## src/rtl/puf_pkg.sv

```systemverilog
// Shared types and helpers for the ring-oscillator PUF evaluation engine:
// FSM states, LFSR polynomial, zero-seed substitute and select-width helper.
package puf_pkg;

   typedef enum logic [2:0] {
      ST_IDLE,
      ST_LOAD,
      ST_COUNT,
      ST_CMP,
      ST_DONE
   } state_t;

   // x^8 + x^6 + x^5 + x^4 + 1 as a tap mask over lfsr[7:0]
   localparam logic [7:0] LFSR_TAPS     = 8'hB8;
   localparam logic [7:0] ZERO_SEED_SUB = 8'h01;

   function automatic int sel_w(input int num_ro);
      return $clog2(num_ro);
   endfunction

   function automatic logic [7:0] lfsr_step(input logic [7:0] s);
      return {s[6:0], ^(s & LFSR_TAPS)};
   endfunction

endpackage

```

## src/rtl/ro_edge_counter.sv

```systemverilog
// Rising-edge counter for one selected oscillator: preloadable previous-value
// register, saturating counter and sticky saturation flag.
module ro_edge_counter #(
   parameter int CNT_W = 12
) (
   input  logic             clk,
   input  logic             rst,
   input  logic             load,
   input  logic             count_en,
   input  logic             level,
   output logic [CNT_W-1:0] count,
   output logic             sat
);

   localparam logic [CNT_W-1:0] CNT_MAX = '1;

   logic prev;
   logic rise;

   assign rise = level & ~prev;

   // NOTE: sequential state uses non-blocking assignments so every register
   // samples the pre-edge values, independent of statement order.
   always_ff @(posedge clk or posedge rst) begin
      if (rst) begin
         prev  <= 1'b0;
         count <= '0;
         sat   <= 1'b0;
      end else if (load) begin
         // Preload with the current level so a mux change is not seen as an edge.
         prev  <= level;
         count <= '0;
         sat   <= 1'b0;
      end else if (count_en) begin
         prev <= level;
         if (rise && count != CNT_MAX)
            count <= count + 1'b1;
         if (rise && count >= CNT_MAX - 1'b1)
            sat <= 1'b1;
      end
   end

endmodule

```

## src/rtl/ro_puf_eval.sv

```systemverilog
// Ring-oscillator PUF evaluation engine: LFSR-driven pair selection, windowed
// edge counting of two oscillators, per-bit compare with optional majority vote.
module ro_puf_eval
   import puf_pkg::*;
#(
   parameter int NUM_RO    = 16,
   parameter int CNT_W     = 12,
   parameter int WIN_W     = 16,
   parameter int RESP_BITS = 8,
   parameter int VOTES     = 3
) (
   input  logic                 clk,
   input  logic                 rst,
   input  logic                 start,
   input  logic [7:0]           challenge,
   input  logic [WIN_W-1:0]     window,
   input  logic                 vote_en,
   input  logic [NUM_RO-1:0]    ro_in,
   output logic                 busy,
   output logic                 done,
   output logic [RESP_BITS-1:0] response,
   output logic                 sat
);

   localparam int         SEL_W   = sel_w(NUM_RO);
   localparam int         IDX_W   = (RESP_BITS > 1) ? $clog2(RESP_BITS) : 1;
   localparam logic [2:0] VOTES_L = 3'(VOTES);

   state_t               state;
   logic [NUM_RO-1:0]    sync1, sync2;
   logic [7:0]           lfsr;
   logic [WIN_W-1:0]     win_q, win_cnt;
   logic                 vote_en_q;
   logic [IDX_W-1:0]     bit_idx;
   logic [2:0]           vote_idx, ones, ones_next, num_votes;
   logic [RESP_BITS-1:0] resp_sh, resp_next;
   logic                 sat_sh;
   logic [SEL_W-1:0]     sel_a, sel_b, a_now, b_now;
   logic                 level_a, level_b, sat_a, sat_b;
   logic [CNT_W-1:0]     cnt_a, cnt_b;
   logic                 resp_bit, last_vote, last_bit;

   always_ff @(posedge clk or posedge rst) begin
      if (rst) begin
         sync1 <= '0;
         sync2 <= '0;
      end else begin
         sync1 <= ro_in;
         sync2 <= sync1;
      end
   end

   // NOTE: every always_comb output gets a default first, so no path infers a latch.
   always_comb begin
      a_now = lfsr[SEL_W-1:0];
      b_now = lfsr[2*SEL_W-1:SEL_W];
      if (b_now == a_now)
         b_now = a_now ^ SEL_W'(1);
      num_votes = vote_en_q ? VOTES_L : 3'd1;
      ones_next = ones + {2'b00, (cnt_a > cnt_b)};
      resp_bit  = ones_next > (num_votes >> 1);
      last_vote = (vote_idx == num_votes - 3'd1);
      last_bit  = (bit_idx == IDX_W'(RESP_BITS - 1));
      resp_next = resp_sh;
      resp_next[bit_idx] = resp_bit;
   end

   // During LOAD the new pair is not yet latched, so the preload reads it directly.
   assign level_a = sync2[(state == ST_LOAD) ? a_now : sel_a];
   assign level_b = sync2[(state == ST_LOAD) ? b_now : sel_b];

   ro_edge_counter #(.CNT_W(CNT_W)) u_cnt_a (
      .clk      (clk),
      .rst      (rst),
      .load     (state == ST_LOAD),
      .count_en (state == ST_COUNT),
      .level    (level_a),
      .count    (cnt_a),
      .sat      (sat_a)
   );

   ro_edge_counter #(.CNT_W(CNT_W)) u_cnt_b (
      .clk      (clk),
      .rst      (rst),
      .load     (state == ST_LOAD),
      .count_en (state == ST_COUNT),
      .level    (level_b),
      .count    (cnt_b),
      .sat      (sat_b)
   );

   always_ff @(posedge clk or posedge rst) begin
      if (rst) begin
         state     <= ST_IDLE;
         lfsr      <= ZERO_SEED_SUB;
         win_q     <= '0;
         win_cnt   <= '0;
         vote_en_q <= 1'b0;
         bit_idx   <= '0;
         vote_idx  <= '0;
         ones      <= '0;
         resp_sh   <= '0;
         sat_sh    <= 1'b0;
         sel_a     <= '0;
         sel_b     <= '0;
         busy      <= 1'b0;
         done      <= 1'b0;
         response  <= '0;
         sat       <= 1'b0;
      end else begin
         done <= 1'b0;
         case (state)
            ST_IDLE: if (start) begin
               lfsr      <= (challenge == 8'h00) ? ZERO_SEED_SUB : challenge;
               win_q     <= (window == '0) ? WIN_W'(1) : window;
               vote_en_q <= vote_en;
               bit_idx   <= '0;
               vote_idx  <= '0;
               ones      <= '0;
               resp_sh   <= '0;
               sat_sh    <= 1'b0;
               busy      <= 1'b1;
               state     <= ST_LOAD;
            end
            ST_LOAD: begin
               sel_a   <= a_now;
               sel_b   <= b_now;
               win_cnt <= win_q;
               state   <= ST_COUNT;
            end
            ST_COUNT: begin
               if (win_cnt == WIN_W'(1))
                  state <= ST_CMP;
               else
                  win_cnt <= win_cnt - 1'b1;
            end
            ST_CMP: begin
               sat_sh <= sat_sh | sat_a | sat_b;
               if (!last_vote) begin
                  vote_idx <= vote_idx + 3'd1;
                  ones     <= ones_next;
                  state    <= ST_LOAD;
               end else begin
                  vote_idx <= '0;
                  ones     <= '0;
                  resp_sh  <= resp_next;
                  lfsr     <= lfsr_step(lfsr);
                  if (last_bit) begin
                     response <= resp_next;
                     sat      <= sat_sh | sat_a | sat_b;
                     done     <= 1'b1;
                     state    <= ST_DONE;
                  end else begin
                     bit_idx <= bit_idx + 1'b1;
                     state   <= ST_LOAD;
                  end
               end
            end
            ST_DONE: begin
               busy  <= 1'b0;
               state <= ST_IDLE;
            end
            default: state <= ST_IDLE;
         endcase
      end
   end

endmodule

```

## config.mk

```make
export PLATFORM = sky130hd
export DESIGN_NAME = ro_puf_eval
export DESIGN_NICKNAME = d
export VERILOG_FILES = /design/src/rtl/puf_pkg.sv /design/src/rtl/ro_edge_counter.sv /design/src/rtl/ro_puf_eval.sv
export SDC_FILE = /design/constraint.sdc
export NUM_CORES = 1
export LEC_CHECK = 0
export ABC_AREA = 1
export BUFFER_PORTS_ARGS = -buffer_cell sky130_fd_sc_hd__buf_2
export CAP_MARGIN = 10
export CORE_MARGIN = 2
export CORE_UTILIZATION = 45
export DETAILED_ROUTE_END_ITERATION = 16
export GPL_ROUTABILITY_DRIVEN = 0
export HOLD_SLACK_MARGIN = 0.05
export PLACE_DENSITY = 0.7
export SYNTH_ARGS = -nofsm -noshare
export SYNTH_HDL_FRONTEND = slang
export SYNTH_SLANG_ARGS = --single-unit
```

## constraint.sdc

```tcl
create_clock -name clk -period 8.5 [get_ports clk]
set_input_delay 0.425 -clock clk [delete_from_list [all_inputs] [get_ports clk]]
set_output_delay 0.425 -clock clk [all_outputs]
set_load 0.1 [all_outputs]
```

==> metrics.log, run 1 <==
[metrics] remaining number of nets flagged by the antenna check after routing: 0
[metrics] global-route usage over all layers: 19.4%
[metrics] sum of overflow across all layers after global routing: 0
[metrics] fraction of power consumed by the clock network: 25.0%
[metrics] final core area utilization: 52.8%
[metrics] pre-CTS setup slack: 5.34 ns
[metrics] time the worst path needs with I/O delays and setup: 3.15 ns
[metrics] first-pass GRT wire length: 25.9 mm
[metrics] number of instances in the placed design: 1063
[metrics] pin count of the biggest net entering global routing: 78
[metrics] Worst EP arrival: 3.48 ns
[metrics] Worst Clk Skew: 0.00817 ns
[metrics] height of the die: 129 µm
[metrics] count of filler cells inserted in the layout: 1408
[metrics] netlist area before placement: 7090 µm²
[metrics] number of instances resized during post-cts repair: 0
[metrics] effective utilization at floorplan: a little under half
[metrics] wire length after detailed routing: 14.9 mm
[metrics] number of max-cap violations: 0
[metrics] Critical Setup Path Class: reg2reg
[metrics] Die Wd: 129 µm
[metrics] sinks on the clock net: 141
[metrics] total die area: 16800 µm²
[metrics] number of distinct library cells after synthesis: 45
[metrics] insertion delay of the later-clocked pin in the worst-skew pair: 0.42 ns
[metrics] hold violation count in the final report: 0
[metrics] post-route design area: 8090 µm²
[metrics] Leakage: 3.93 nW
[metrics] Setup WS post-layout: 5.35 ns
[metrics] status: complete, no violations
[metrics] cells taking the most area after synthesis: sky130_fd_sc_hd__dfrtp_1, sky130_fd_sc_hd__nand2_1, sky130_fd_sc_hd__nand3_1
[metrics] power share of the combinational group: between 40 and 50%
[metrics] clock-pin transition on the worst setup and hold timing paths: 0.06 ns
[metrics] tightest slew margin relative to the limit: 45.9%
[metrics] net switching power of the design: 1.21 mW
[metrics] CORE AREA: 15300 µm²
[metrics] H-tree level count: 4
[metrics] data required time at the worst endpoint: roughly 8.8 ns
[metrics] Initial DRT Pass Iterations: 5
[metrics] flip-flop and latch count after synthesis: about 140
[metrics] Clock Root Buffer: sky130_fd_sc_hd__clkbuf_16
[metrics] setup violation total in the final timing report: 0
[metrics] mean cell area of the mapped netlist: 8.63 µm²
[metrics] P&R area growth vs syn: 14.1%
[metrics] number of port buffers: 54
[metrics] register-to-register path setup slack: 5.35 ns
[metrics] timing-limited maximum frequency: 317 MHz
[metrics] Worst setup SP type: flip-flop
[metrics] fraction of the cycle the final worst path needs: 37.1%
[metrics] sequential share of power: 34.4%
[metrics] initial antenna violation count: 0
[metrics] number of cells produced by synthesis: 821
[metrics] count of synthesis-stage warnings from yosys: 0
[metrics] sequential share of the synthesized area: around half
[metrics] element type at the critical path end: flip-flop
[metrics] Sequential Area: 3530 µm²
[metrics] total CTS buffers: 17
[metrics] setup repair after global routing missed its margin: false
[metrics] Iter 0 DRT Violations: 448
[metrics] biggest fanout along the worst timing path: 8
[metrics] detailed-route via count: 5646
[metrics] number of max-slew violations in the final report: 0
[metrics] placement row count: 45
[metrics] area of the multi-input gates: 3080 µm²
[metrics] final routed wire length divided by cell count: about 14 µm
[metrics] share of final-layout standard cells stronger than drive strength 1: 14.1%
[metrics] path category of the worst min-delay check: in2reg
[metrics] cell accounting for the most synthesized area: sky130_fd_sc_hd__dfrtp_1
[metrics] DP Area: 7530 µm²
[metrics] detailed-route DRC error count: 0
[metrics] Final Instance Count excl. Fillers: 1095
[metrics] Post-Synthesis Net Count: 889
[metrics] clock tree from TritonCTS: built
[metrics] worst voltage drop across the vdd grid: 0.000175 V
[metrics] P per Cell Area: 346 nW/µm²
[metrics] Slew @ Worst Pin: 0.809 ns
[metrics] total half-perimeter wirelength after legalization and detailed placement: 10.5 mm
[metrics] buffers inserted during post-CTS setup optimization: 0
[metrics] number of primary I/O pins: 55
[metrics] Final Net Count: 939
[metrics] setup TNS after final layout: 0 ns
[metrics] Inserted Diodes: 0
[metrics] ratio of routed vias to standard cells: approximately 5.2
[metrics] net switching fraction of the power: 43.1%
[metrics] fraction of synthesized cell area taken by the top area cell type: 49.4%
[metrics] number of buffers added to fix hold violations after cts: 0
[metrics] via count of the first global-routing pass: 5429
[metrics] Clock Path Buffers: 2
[metrics] internal power component: 1.59 mW
[cells by family after synthesis]
group / share of synthesized area, %
fa+ha+maj: 4.24
simple gates: 24.2
buf+inv: 6.85
flops: 49.8
mux: 1.43
xor+xnor: 3.09
compound gates: 10.4
[state kept, by name, summed over array words and instances, names as in the netlist, 3 cells and up]
| register | flops |
|---|---|
| u_cnt_b.count | 12 |
| state | 3 |
| resp_sh | 8 |
| u_cnt_a.count | 12 |
| win_cnt | 16 |
| ones | 3 |
| lfsr | 8 |
| response | 8 |
| sel_a | 4 |
| sync2 | 16 |
| vote_idx | 3 |
| sync1 | 16 |
| win_q | 16 |
| sel_b | 4 |
| bit_idx | 3 |
[critical path: stages, from the launching register on]
cell and delay, ns:
sky130_fd_sc_hd__dfrtp_1 0.42, sky130_fd_sc_hd__inv_1 0.10, sky130_fd_sc_hd__ha_1 0.30, sky130_fd_sc_hd__inv_1 0.04, sky130_fd_sc_hd__nor2_1 0.07, sky130_fd_sc_hd__o211ai_1 0.09, sky130_fd_sc_hd__a211oi_1 0.20, sky130_fd_sc_hd__nor4_1 0.07
sky130_fd_sc_hd__a31oi_1 0.22, sky130_fd_sc_hd__ha_1 0.28, sky130_fd_sc_hd__inv_1 0.08, sky130_fd_sc_hd__ha_1 0.22, sky130_fd_sc_hd__o211ai_1 0.53, sky130_fd_sc_hd__nand2_1 0.09, sky130_fd_sc_hd__o21ai_0 0.14, sky130_fd_sc_hd__nand3_1 0.10
sky130_fd_sc_hd__o21ai_0 0.09
[cells in the final DEF (no fill, tap or decap), drive strengths merged]
master,instances
a211oi,2
a21oi,20
a22oi,4
a31oi,4
buf,58
clkbuf,18
clkinv,3
clkinvlp,2
dfrtp,140
dfstp,1
ha,24
inv,102
mux2,9
nand2,179
nand3,93
nand3b,5
nand4,13
nor2,44
nor3,22
nor3b,1
nor4,10
o2111a,1
o211ai,16
o21ai,69
o221ai,1
o22ai,7
o31ai,2
o41ai,1
or2,8
xnor2,4
xor2,21
[power by group through the flow]
stage          Clock, mW  Combinational [mW]  Sequential, mW
3_3_place_gp           0                1.10           0.966
3_5_place_dp           0                1.13           0.970
4_1_cts            0.716                1.14           0.961
6_report           0.699                1.14           0.962
2_1_floorplan          0               0.923           0.939
5_1_grt            0.751                1.31           0.983
[worst paths after layout]
kind / cells past startpoint / endpoint / start
worst max-delay path: 16 / resp_sh[6] / u_cnt_b.count[1]
worst min-delay path: 1 / sync1[5] / ro_in[5]
worst max register to register: 16 / resp_sh[6] / u_cnt_b.count[1]
worst min register to register: 0 / sync2[0] / sync1[0]
max in group asynchronous: 3 / state[2] / rst
min in group asynchronous: 2 / sync1[12] / rst
[cell type report]
class / count / area share (%)
Sequential cell: 141 / 43.7
Multi-Input combinational cell: 560 / 38.0
Clock buffer: 18 / 5.43
Inverter: 93 / 4.41
Timing Repair Buffer: 58 / 3.71
Tap cell: 211 / 3.27
Clock inverter: 14 / 1.49
[layer usage]
metal	up-vias	track usage (%)	wire length [µm]	share of wire, %
met5	-	0	0	0
met4	0	5.38	159	1.1
met3	13	4.13	506	3.4
met2	95	30.4	6890	46
met1	2674	27.6	7360	49
li1	2864	-	-	-
[per-stage QoR]
stage,hold slack (ns),power (mW)
floorplan,0.331,1.86
global placement,0.334,2.07
detailed placement,0.336,2.10
CTS,0.0899,2.82
global route,0.0833,3.05
finish,0.105,2.80
[Yosys cell counts, drive strengths merged]
master,count
nand3b,5
a21oi,20
nor4,10
o41ai,1
o211ai,16
dfstp,1
a22oi,4
xnor2,4
or2,8
nor3b,1
nor2,44
nand2,179
dfrtp,140
o31ai,2
clkinv,2
o21ai,69
ha,24
xor2,21
nand4,13
buf,12
o2111a,1
o221ai,1
nor3,22
mux2,9
inv,91
clkbuf,15
a31oi,4
o22ai,7
nand3,93
a211oi,2
(Power assumes the default switching activity.)
==> run 2: changes to the inputs <==
- ABC_AREA: 1 -> 0
- PLACE_DENSITY: 0.7 -> 0.72
- clock period: 8.5 -> 2.7 ns (I/O delays scaled with it)
==> run 2 against run 1 <==
The run now ends with setup timing left. Flip-flop and latch count is the same. Core utilization up 9.5 points. Clock skew up 0.0016 ns. Largest cell class is now multi-input combinational cells. Clock-buffer cell count did not move. Power rose to 3.6 times the previous value. Highest routed layer unchanged. Die area is 2.1% lower.
==> metrics.log, run 2 <==
[metrics] biggest fanout along the worst timing path: 5 (was 8)
[metrics] total half-perimeter wirelength after legalization and detailed placement: 10.2 mm (was 10.5 mm)
[metrics] PnR Total Power: 10.1 mW (was 2.80 mW)
[metrics] sinks on the clock net: 141 (unchanged)
[metrics] wire length after detailed routing: 17.0 mm (was 14.9 mm)
[metrics] element type at the critical path end: flip-flop (unchanged)
[metrics] fraction of the cycle the final worst path needs: 106% (was 37.1%)
[metrics] number of max-cap violations: 0 (unchanged)
[metrics] Initial DRT Pass Iterations: 5 (unchanged)
[metrics] initial antenna violation count: 0 (unchanged)
[metrics] P per Cell Area: 1070 nW/µm² (was 346 nW/µm²)
[metrics] list of most frequent post-synthesis cells: sky130_fd_sc_hd__dfrtp_1, sky130_fd_sc_hd__nand2_1, sky130_fd_sc_hd__o21ai_0 (was sky130_fd_sc_hd__nand2_1, sky130_fd_sc_hd__dfrtp_1, sky130_fd_sc_hd__nand3_1)
[metrics] first-pass GRT wire length: 27.7 mm (was 25.9 mm)
[metrics] count of filler cells inserted in the layout: 1159 (was 1408)
[metrics] number of instances in the placed design: 993 (was 1063)
[metrics] main flop type after synthesis: sky130_fd_sc_hd__dfrtp_1 (unchanged)
[metrics] area of the multi-input gates: 3550 µm² (was 3080 µm²)
[metrics] status: complete, but fails checks (was complete, no violations)
[metrics] Sequential Area: 3530 µm² (unchanged)
[metrics] timing-limited maximum frequency: 348 MHz (was 317 MHz)
[metrics] mean cell area of the mapped netlist: 9.71 µm² (was 8.63 µm²)
[metrics] Slew @ Worst Pin: 0.746 ns (was 0.809 ns)
[metrics] global-route usage over all layers: 21.3% (was 19.4%)
[metrics] hold violation count in the final report: 0 (unchanged)
[metrics] remaining number of nets flagged by the antenna check after routing: 0 (unchanged)
[metrics] cell accounting for the most synthesized area: sky130_fd_sc_hd__dfrtp_1 (unchanged)
[metrics] post-route design area: 9440 µm² (was 8090 µm²)
[metrics] Clock Root Buffer: sky130_fd_sc_hd__clkbuf_16 (unchanged)
[metrics] cells taking the most area after synthesis: sky130_fd_sc_hd__dfrtp_1, sky130_fd_sc_hd__nand2_1, sky130_fd_sc_hd__mux2i_1 (was sky130_fd_sc_hd__dfrtp_1, sky130_fd_sc_hd__nand2_1, sky130_fd_sc_hd__nand3_1)
[metrics] clock-pin transition on the worst setup and hold timing paths: 0.07 ns (was 0.06 ns)
[metrics] violated checks: setup timing
[metrics] setup repair after global routing missed its margin: true (was false)
[metrics] count of synthesis-stage warnings from yosys: 0 (unchanged)
[metrics] flip-flop and latch count after synthesis: 141 (unchanged)
[metrics] netlist area before placement: 6930 µm² (was 7090 µm²)
[metrics] tightest slew margin relative to the limit: 50.3% (was 45.9%)
[metrics] cell class contributing the biggest share of worst-path delay: compound AO/OA/AOI/OAI gates (unchanged)
[metrics] setup violation total in the final timing report: 32 (was 0)
[metrics] number of port buffers: 54 (unchanged)
[metrics] total buffers and inverters traversed by the critical path: 2 (was 3)
[metrics] final routed wire length divided by cell count: 15.7 µm (was 13.6 µm)
[metrics] Clock Path Buffers: 2 (unchanged)
[metrics] Worst EP arrival: 3.22 ns (was 3.48 ns)
[metrics] effective utilization at floorplan: 45.8% (was 46.3%)
[metrics] Async SR Flop Fraction: 100% (unchanged)
[metrics] number of distinct library cells after synthesis: 69 (was 45)
[metrics] Worst setup SP type: flip-flop (unchanged)
[metrics] data required time at the worst endpoint: 3.05 ns (was 8.83 ns)
[metrics] Leakage: 4.41 nW (was 3.93 nW)
[metrics] chain of cells forming the critical path: ha_4, a21o_1, a21o_1, a21oi_2, nor2_1, a2111oi_2, nor2_1, ha_1, inv_2, ha_4, o221ai_4, nand2_4, buf_12, o31ai_4 (was inv_1, ha_1, inv_1, nor2_1, o211ai_1, a211oi_1, nor4_1, a31oi_1, ha_1, inv_1, ha_1, o211ai_1, nand2_1, o21ai_0, nand3_1, o21ai_0)
[metrics] via count of the first global-routing pass: 5824 (was 5429)
[metrics] number of max-slew violations in the final report: 0 (unchanged)
[metrics] number of flops mapped to enable cells by yosys: 0 (unchanged)
[metrics] time the worst path needs with I/O delays and setup: 2.87 ns (was 3.15 ns)
[metrics] DP Area: 7910 µm² (was 7530 µm²)
[metrics] number of cells produced by synthesis: 714 (was 821)
[metrics] detailed-route via count: 5923 (was 5646)
[metrics] slowest cell delay on critical path: 0.41 ns (was 0.53 ns)
[metrics] Setup WS post-layout: -0.172 ns (was 5.35 ns)
[metrics] Critical Setup Path Class: reg2reg (unchanged)
[metrics] commonest non-fill, non-tap cells in the layout: sky130_fd_sc_hd__dfrtp_1, sky130_fd_sc_hd__nand2_1, sky130_fd_sc_hd__buf_4, sky130_fd_sc_hd__nor2_1, sky130_fd_sc_hd__buf_2 (was sky130_fd_sc_hd__nand2_1, sky130_fd_sc_hd__dfrtp_1, sky130_fd_sc_hd__nand3_1, sky130_fd_sc_hd__inv_1, sky130_fd_sc_hd__o21ai_0)
[metrics] P&R area growth vs syn: 36.1% (was 14.1%)
[metrics] Inserted Diodes: 0 (unchanged)
[metrics] pre-CTS setup slack: -0.331 ns (was 5.34 ns)
[metrics] sum of overflow across all layers after global routing: 0 (unchanged)
[metrics] Die Wd: 128 µm (was 129 µm)
[metrics] number of primary I/O pins: 55 (unchanged)
[metrics] Worst Clk Skew: 0.00974 ns (was 0.00817 ns)
[metrics] sequential share of the synthesized area: 50.9% (was 49.8%)
[metrics] worst voltage drop across the vdd grid: 0.000782 V (was 0.000175 V)
[metrics] path category of the worst min-delay check: in2reg (unchanged)
[metrics] ratio of routed vias to standard cells: 5.47 (was 5.16)
[metrics] CORE AREA: 15100 µm² (was 15300 µm²)
[metrics] H-tree level count: 4 (unchanged)
[metrics] detailed-route DRC error count: 0 (unchanged)
[metrics] total CTS buffers: 17 (unchanged)
[metrics] Final Instance Count excl. Fillers: 1083 (was 1095)
[metrics] height of the die: 128 µm (was 129 µm)
[metrics] Iter 0 DRT Violations: 375 (was 448)
[metrics] most frequently used cell type in the post-synthesis netlist: sky130_fd_sc_hd__dfrtp_1 (was sky130_fd_sc_hd__nand2_1)
[metrics] placement row count: 45 (unchanged)
[metrics] fraction of synthesized cell area taken by the top area cell type: 50.5% (was 49.4%)
[metrics] pin count of the biggest net entering global routing: 142 (was 78)
[metrics] slowest cell on the critical path: sky130_fd_sc_hd__dfrtp_1 (was sky130_fd_sc_hd__o211ai_1)
[metrics] Final Net Count: 950 (was 939)
[metrics] clock tree from TritonCTS: built (unchanged)
[metrics] share of final-layout standard cells stronger than drive strength 1: 26.8% (was 14.1%)
[metrics] total die area: 16400 µm² (was 16800 µm²)
[metrics] commonest non-fill, non-tap cell in the layout: sky130_fd_sc_hd__dfrtp_1 (was sky130_fd_sc_hd__nand2_1)
[metrics] insertion delay of the later-clocked pin in the worst-skew pair: 0.44 ns (was 0.42 ns)
[metrics] Post-Synthesis Net Count: 782 (was 889)
[run 2: cell type report]
cell class | instances | share of cell area [%]
Multi-Input combinational cell | 505 | 37.7
Clock buffer | 18 | 4.65
Timing Repair Buffer | 178 | 14.9
Inverter | 39 | 1.59
Clock inverter | 14 | 1.35
Sequential cell | 141 | 37.4
Tap cell | 188 | 2.49
[run 2: path summary, 6_finish.rpt]
| check | depth (start not counted) | to | startpoint | slack (ns) |
|---|---|---|---|---|
| setup / recovery | 14 | resp_sh[5] | u_cnt_a.count[5] | -0.17 |
| setup reg to reg | 14 | resp_sh[5] | u_cnt_a.count[5] | -0.17 |
| min in group asynchronous | 4 | sync1[6] | rst | 0.45 |
| hold / removal | 2 | sync1[6] | ro_in[6] | 0.34 |
| hold reg to reg | 0 | sync2[4] | sync1[4] | 0.35 |
| max in group asynchronous | 4 | bit_idx[1] | rst | 1.68 |
[run 2: layer usage]
layer,track usage (%),vias to the layer above,share of wire [%]
met5,0,-,0
met4,7.43,0,1.7
met3,4.51,27,4.2
met2,34.6,147,49
met1,28.5,2872,45
li1,-,2877,-
[run 2: kinds of logic after synthesis]
group	after synthesis	share of synthesized area [%]
AOI/OAI and AO/OA	149	13.0
adders and majority gates	24	4.33
DFF	141	50.9
and+or+nand+nor	275	18.8
buffers and inverters	69	3.99
xor gates and xnor gates	11	1.39
muxes	45	7.58
[run 2: timing repair]
item,in CTS,in global routing
pin swaps,24,21
endpoints found under the setup margin,40,45
setup buffers,6,10
resized for setup,37,46
endpoints found under the hold margin,182,0
cloned,2,0
hold buffers,43,0
[run 2: stage by stage]
step / utilization, % / TNS (ns) / hold WS, ns
4_1_cts: 60.2 / -5.12 / 0.330
6_report: 62.3 / -2.46 / 0.342
2_1_floorplan: - / -1.67 / 0.166
3_3_place_gp: 52.2 / -3.47 / 0.242
3_5_place_dp: 52.2 / -5.22 / 0.244
5_1_grt: 62.3 / -7.52 / 0.337
[run 2: where the power goes]
group	switching [mW]	internal, mW	leakage, nW	total [mW]
Combinational	2.61	2.24	2.33	4.86
Sequential	0.433	2.60	1.80	3.03
Clock	1.00	1.23	0.277	2.24
Total	4.05	6.08	4.41	10.1
